[src/rtl/serial_loader_pkg.sv]
// rtl/serial_loader_pkg.sv - shared widths, header layout and state encoding for serial_loader
package serial_loader_pkg;
    localparam int D_WIDTH       = 32;
    localparam int D_DEPTH_WIDTH = 10;
    localparam int HDR_BITS      = 16;
    localparam int HDR_ADDR_LSB  = 0;
    localparam int HDR_ADDR_W    = 10;
    localparam int HDR_MASK_LSB  = 10;
    localparam int HDR_MASK_W    = 4;

    typedef enum logic [1:0] {
        ST_IDLE   = 2'd0,
        ST_HEADER = 2'd1,
        ST_DATA   = 2'd2
    } state_e;
endpackage

[src/rtl/loader_shift_reg.sv]
// rtl/loader_shift_reg.sv - LSB-first shift register with bit counter and full flag
module loader_shift_reg #(
    parameter int W  = 32,
    parameter int CW = $clog2(W) + 1
) (
    input  logic          clk_i,
    input  logic          rst_i,
    input  logic          clr_i,
    input  logic          shift_en_i,
    input  logic          bit_i,
    output logic [W-1:0]  word_o,
    output logic [CW-1:0] count_o,
    output logic          full_o
);
    // Only W-1 bits are stored; the completing bit is taken straight from bit_i.
    logic [W-2:0]  data_q, data_d;
    logic [CW-1:0] cnt_q, cnt_d;

    assign word_o  = {bit_i, data_q};
    assign count_o = cnt_q;
    assign full_o  = shift_en_i && (cnt_q == CW'(W - 1));

    always_comb begin
        data_d = data_q;
        cnt_d  = cnt_q;
        if (clr_i) begin
            cnt_d = '0;
        end else if (shift_en_i) begin
            data_d = word_o[W-1:1];
            cnt_d  = full_o ? '0 : cnt_q + 1'b1;
        end
    end

    always_ff @(posedge clk_i) begin
        if (rst_i) begin
            data_q <= '0;
            cnt_q  <= '0;
        end else begin
            data_q <= data_d;
            cnt_q  <= cnt_d;
        end
    end
endmodule

[src/rtl/serial_loader.sv]
// rtl/serial_loader.sv - serial frame loader writing header-addressed words into memory
module serial_loader #(
    parameter int D_WIDTH       = serial_loader_pkg::D_WIDTH,
    parameter int D_DEPTH_WIDTH = serial_loader_pkg::D_DEPTH_WIDTH
) (
    input  logic                     clk,
    input  logic                     rst,
    input  logic                     bit_in,
    input  logic                     bit_valid,
    input  logic                     frame_start,
    input  logic                     frame_end,
    output logic                     mem_en,
    output logic [3:0]               mem_wr_mask,
    output logic [D_DEPTH_WIDTH-1:0] mem_addr,
    output logic [D_WIDTH-1:0]       mem_data,
    output logic                     cpu_hold,
    output logic                     done,
    output logic                     error,
    output logic [D_DEPTH_WIDTH:0]   word_count
);
    import serial_loader_pkg::*;

    localparam logic [D_DEPTH_WIDTH:0] WC_MAX = {1'b1, {D_DEPTH_WIDTH{1'b0}}};

    state_e                   state_q;
    logic                     mem_en_q, cpu_hold_q, done_q, error_q;
    logic [3:0]               mem_wr_mask_q;
    logic [D_DEPTH_WIDTH-1:0] mem_addr_q;
    logic [D_WIDTH-1:0]       mem_data_q;
    logic [D_DEPTH_WIDTH:0]   word_count_q;

    logic                     hdr_shift, dat_shift, sr_clr;
    logic [HDR_BITS-1:0]      hdr_word;
    logic [$clog2(HDR_BITS):0] hdr_cnt;
    logic                     hdr_full;
    logic [D_WIDTH-1:0]       dat_word;
    logic [$clog2(D_WIDTH):0] dat_cnt;
    logic                     dat_full;
    logic                     abort_pending, end_partial;
    logic [D_DEPTH_WIDTH-1:0] hdr_addr;
    logic                     unused_hdr_rsvd;

    assign hdr_shift = (state_q == ST_HEADER) && bit_valid && !frame_start;
    assign dat_shift = (state_q == ST_DATA) && bit_valid && !frame_start;
    assign sr_clr    = frame_start || (frame_end && state_q != ST_IDLE);

    // Restart only counts as an error if some header or word bits were already collected.
    assign abort_pending = ((state_q == ST_HEADER) && hdr_cnt != '0) ||
                           ((state_q == ST_DATA) && dat_cnt != '0);
    // frame_end is judged after this cycle's bit has been taken.
    assign end_partial   = (state_q == ST_HEADER) ? !hdr_full :
                           (dat_full ? 1'b0 : (dat_cnt != '0 || dat_shift));

    assign hdr_addr        = D_DEPTH_WIDTH'(hdr_word[HDR_ADDR_LSB +: HDR_ADDR_W]);
    assign unused_hdr_rsvd = ^hdr_word[HDR_BITS-1:HDR_MASK_LSB+HDR_MASK_W];

    loader_shift_reg #(.W(HDR_BITS)) u_hdr_sr (
        .clk_i     (clk),
        .rst_i     (rst),
        .clr_i     (sr_clr),
        .shift_en_i(hdr_shift),
        .bit_i     (bit_in),
        .word_o    (hdr_word),
        .count_o   (hdr_cnt),
        .full_o    (hdr_full)
    );

    loader_shift_reg #(.W(D_WIDTH)) u_dat_sr (
        .clk_i     (clk),
        .rst_i     (rst),
        .clr_i     (sr_clr),
        .shift_en_i(dat_shift),
        .bit_i     (bit_in),
        .word_o    (dat_word),
        .count_o   (dat_cnt),
        .full_o    (dat_full)
    );

    always_ff @(posedge clk) begin
        if (rst) begin
            state_q       <= ST_IDLE;
            mem_en_q      <= 1'b0;
            mem_wr_mask_q <= '0;
            mem_addr_q    <= '0;
            mem_data_q    <= '0;
            cpu_hold_q    <= 1'b0;
            done_q        <= 1'b0;
            error_q       <= 1'b0;
            word_count_q  <= '0;
        end else begin
            mem_en_q <= 1'b0;
            done_q   <= 1'b0;
            // Address advances only after the write strobe so it is stable during mem_en.
            if (mem_en_q) begin
                mem_addr_q <= mem_addr_q + 1'b1;
            end
            if (frame_start) begin
                state_q      <= ST_HEADER;
                cpu_hold_q   <= 1'b1;
                error_q      <= abort_pending;
                word_count_q <= '0;
            end else begin
                case (state_q)
                    ST_HEADER: begin
                        if (hdr_full) begin
                            mem_addr_q    <= hdr_addr;
                            mem_wr_mask_q <= hdr_word[HDR_MASK_LSB +: HDR_MASK_W];
                            state_q       <= ST_DATA;
                        end
                    end
                    ST_DATA: begin
                        if (dat_full) begin
                            mem_data_q <= dat_word;
                            mem_en_q   <= 1'b1;
                            if (word_count_q != WC_MAX) begin
                                word_count_q <= word_count_q + 1'b1;
                            end
                        end
                    end
                    default: ;
                endcase
                if (frame_end && state_q != ST_IDLE) begin
                    state_q    <= ST_IDLE;
                    cpu_hold_q <= 1'b0;
                    if (end_partial) begin
                        error_q <= 1'b1;
                    end else begin
                        done_q <= 1'b1;
                    end
                end
            end
        end
    end

    assign mem_en      = mem_en_q;
    assign mem_wr_mask = mem_wr_mask_q;
    assign mem_addr    = mem_addr_q;
    assign mem_data    = mem_data_q;
    assign cpu_hold    = cpu_hold_q;
    assign done        = done_q;
    assign error       = error_q;
    assign word_count  = word_count_q;
endmodule

[config.mk]
export PLATFORM = sky130hd
export DESIGN_NAME = serial_loader
export DESIGN_NICKNAME = d
export VERILOG_FILES = /design/src/rtl/serial_loader_pkg.sv /design/src/rtl/loader_shift_reg.sv /design/src/rtl/serial_loader.sv
export SDC_FILE = /design/constraint.sdc
export NUM_CORES = 1
export LEC_CHECK = 0
export CAP_MARGIN = 20
export CORE_AREA = 2 2 93 117
export CTS_CLUSTER_DIAMETER = 80
export DETAILED_ROUTE_END_ITERATION = 8
export DIE_AREA = 0 0 95 119
export GPL_ROUTABILITY_DRIVEN = 1
export PLACE_DENSITY = 0.7
export RECOVER_POWER = 25
export SETUP_SLACK_MARGIN = 0.4
export SLEW_MARGIN = 20
export SYNTH_ARGS = -nofsm -noshare
export SYNTH_HDL_FRONTEND = slang
export SYNTH_SLANG_ARGS = --single-unit
[constraint.sdc]
create_clock -name clk -period 2.9 [get_ports clk]
set_input_delay 0.58 -clock clk [delete_from_list [all_inputs] [get_ports clk]]
set_output_delay 0.58 -clock clk [all_outputs]
set_load 0.005 [all_outputs]
==> results by group <==
Global route
  • Largest net degree at the start of global routing: 38
  • Gr ovfl total: 0
  • Antenna violations before repair: 0
  • Vias in the first global route: ~3800
  • First-pass GRT wire length: about 17 mm
  • Gr usage total: 19.5%

Cells and area
  • Nets: between 600 and 700
  • Commonest non-fill, non-tap cell in the layout: nand2_1
  • Most frequent cells in the layout: nand2_1 (148), dfxtp_1 (120), a21oi_1 (83), nor2_1 (42), dlygate4sd3_1 (34)
  • Antenna Diode Count: 0
  • Final Cell Area: approximately 6000 um2
  • Share of post-route cells with drive strength above 1: ~7.2%
  • Syn-to-layout area delta: 28.2%

Clocking
  • Hold_buf cts: 0
  • # H-tree levels: 4
  • Post-cts gate resize count: 0
  • Clock Path Buffers: 2
  • Clk_lat worst skew: a little over 0.4 ns
  • Clock-pin slew on the worst setup and hold paths: ~0.05 ns
  • Total setup buffers inserted after CTS: 0
  • CTS buffer count: 17
  • CTS tree: built
  • Clk sinks: 120
  • Root Driver: clkbuf_16

Logic synthesis
  • Mean Syn Cell Area: about 8.4 um2
  • Syn nets: 575
  • Mapped cell area: approximately 4700 um2
  • Synth Instances: 561
  • Synthesis Warnings: 0
  • Post-synth ARST share: 0%
  • FF+latch count, synth: 120
  • Synth Flop Type: dfxtp_1
  • Yosys cell types: 39
  • Sequential area share after synthesis: 51.0%
  • EDFF count, synth: 0

Worst hold path
  • Hold Path Class: reg2reg
  • Hold path startpoint: mem_data[4]

STA
  • Clock period minus worst slack: between 2 and 3 ns
  • WHS: about 0.45 ns
  • Worst-margin pin slew: 0.883 ns
  • Sum Neg Setup Slack: 0 ns
  • Max-slew headroom: between 40% and 50%
  • Max Freq: 0.395 GHz
  • Final setup vio count: 0
  • Clock skew: just under 0.006 ns
  • Fin crit share: between 80% and 90%
  • Final hold vios: 0
  • Unrepaired setup endpoints after global routing: false
  • Slew Limit Fails: 0

Critical path
  • Reg-to-Reg Start: u_dat_sr.count_o[1]
  • Startpoint types: input port
  • Arr. time, crit path: 2.87 ns
  • Worst EP required: between 3 and 4 ns
  • Worst path bufs/invs: 1
  • Slowest CP cell: or3_1
  • Critical Path End Type: flop
  • Crit-path max cell delay: approximately 0.75 ns
  • Critical path's top delay family: simple AND/OR/NAND/NOR gates
  • Crit path max fanout: 27
  • Crit Path Category: in2reg
  • Worst-path cell chain: dlygate4sd3_1 -> nand4bb_4 -> or3_1 -> or4_1 -> a21oi_1
  • Start point of the critical path: bit_valid

Detailed routing
  • Count of TritonRoute iterations in the first routing pass: 4
  • Post-DR wirelength/cell: 13.7 um
  • Routed Antenna Nets: 0
  • Routed wire length: 10.5 mm
  • 1st-iter DRT viols: between 150 and 200
  • Drt via density: 5.22
  • DRC: 0
  • Total number of vias: approximately 4000

Placement
  • Cell Area, Placed: about 5500 um2
  • RD Place Congestion: 0.780
  • Buffers on Ports: 66
  • DP Wirelength: 6.80 mm

Floorplanning
  • Die area: ~11000 um2
  • IO Pins: 67
  • Initial Util: between 40% and 50%
  • Die width: roughly 95 um
  • Die Y-Extent: ~120 um
  • Core Area: approximately 10000 um2
  • # rows: 42

Power and ir drop
  • PD cells: ~620 nW/um2
  • Cell Int Power: 3.03 mW
  • Sw Pwr: between 0.7 and 0.8 mW
  • Switching part of the total: 19.5%
  • Sequential power share: a little over two fifths
  • Clk network pwr share: 54.4%
  • Combinational fraction of design power: ~1.6%
  • Leak: roughly 2.1 nW
  • VDD IR max: roughly 390 uV

Run status
  • Status: complete, no violations

Run
  • Max Cap Viol: 0
==> cell usage after synthesis (3+ instances only) <==
cell type / instances / area, um2
and4_1: 3 / 26.3
nor3_1: 10 / 50.1
buf_2: 3 / 15.0
xnor2_1: 9 / 78.8
o31ai_1: 4 / 30.0
ha_1: 8 / 100
nor4_1: 6 / 37.5
xor2_1: 8 / 70.1
inv_1: 9 / 33.8
a21oi_1: 83 / 415
nand3_1: 11 / 55.1
or4_1: 5 / 37.5
mux2i_1: 17 / 170
o21ai_0: 4 / 20.0
buf_6: 3 / 33.8
nor2_1: 43 / 161
clkbuf_1: 29 / 109
dfxtp_1: 120 / 2400
nand4_1: 6 / 37.5
a211oi_1: 10 / 75.1
nand2_1: 148 / 556
==> power by group through the flow <==
stage                     Sequential (mW)  Clock (mW)  Combinational (mW)
after floorplan                      1.69           0              0.0408
after global placement               1.69           0              0.0604
after detailed placement             1.69           0              0.0613
after CTS                            1.66        2.08              0.0621
after global routing                 1.66        2.16              0.0668
final                                1.66        2.05              0.0612
==> flip-flops by register name, summed over array words and instances, names as in the netlist, 2 cells and up <==
register and count:
u_dat_sr.data_q 31, word_count 11, mem_data 32, mem_wr_mask 4
u_hdr_sr.count_o 5, mem_addr 10, state_q 2, u_dat_sr.count_o 6
u_hdr_sr.data_q 15
==> tightest hold or removal path: cells and delay by family (launching register included) <==
family           cells  cell delay [ns]
AND/OR/NAND/NOR      1             0.05
AO/OA/AOI/OAI        1             0.05
flip-flops           1             0.30
==> cell families after synthesis <==
group,count (synthesis),share of synthesized area [%]
adder cells (fa/ha/maj),8,2.12
AO/OA/AOI/OAI,107,12.6
AND/OR/NAND/NOR,248,23.5
XOR/XNOR,17,3.16
multiplexers,17,3.61
flip-flops,120,51.0
buffers and inverters,44,4.06
==> through the flow <==
step | setup WS [ns] | utilization, % | cells | power, mW
4_1_cts | 0.641 | 58.5 | 767 | 3.80
3_3_place_gp | 0.359 | 52.9 | 736 | 1.75
5_1_grt | 0.278 | 58.4 | 767 | 3.88
6_report | 0.369 | 58.4 | 767 | 3.77
3_5_place_dp | 0.314 | 52.9 | 736 | 1.75
2_1_floorplan | 0.673 | - | 561 | 1.73
==> path summary, 6_finish.rpt <==
check                        end  slack (ns)  cells past startpoint
setup / recovery  word_count[10]        0.37                      5
setup reg to reg  word_count[10]        0.47                      5
hold / removal       mem_data[4]        0.45                      2
hold reg to reg      mem_data[4]        0.45                      2
==> layout make-up <==
| class | instances | area [um2] |
|---|---|---|
| timing repair buffer | 78 | 739 |
| tap | 132 | 165 |
| inverter | 9 | 33.8 |
| clock buffer | 21 | 450 |
| clock inverter | 10 | 128 |
| multi-input combinational | 397 | 2120 |
| fill | 945 | 4310 |
| sequential | 120 | 2400 |
==> layer usage <==
layer / global-route usage (%) / part of all wire, %
met1: 23.9 / 45
met2: 31.9 / 51
met3: 6.45 / 3.3
met4: 6.25 / 1.2
met5: 0 / 0
Power figures use the tool's default switching activity.
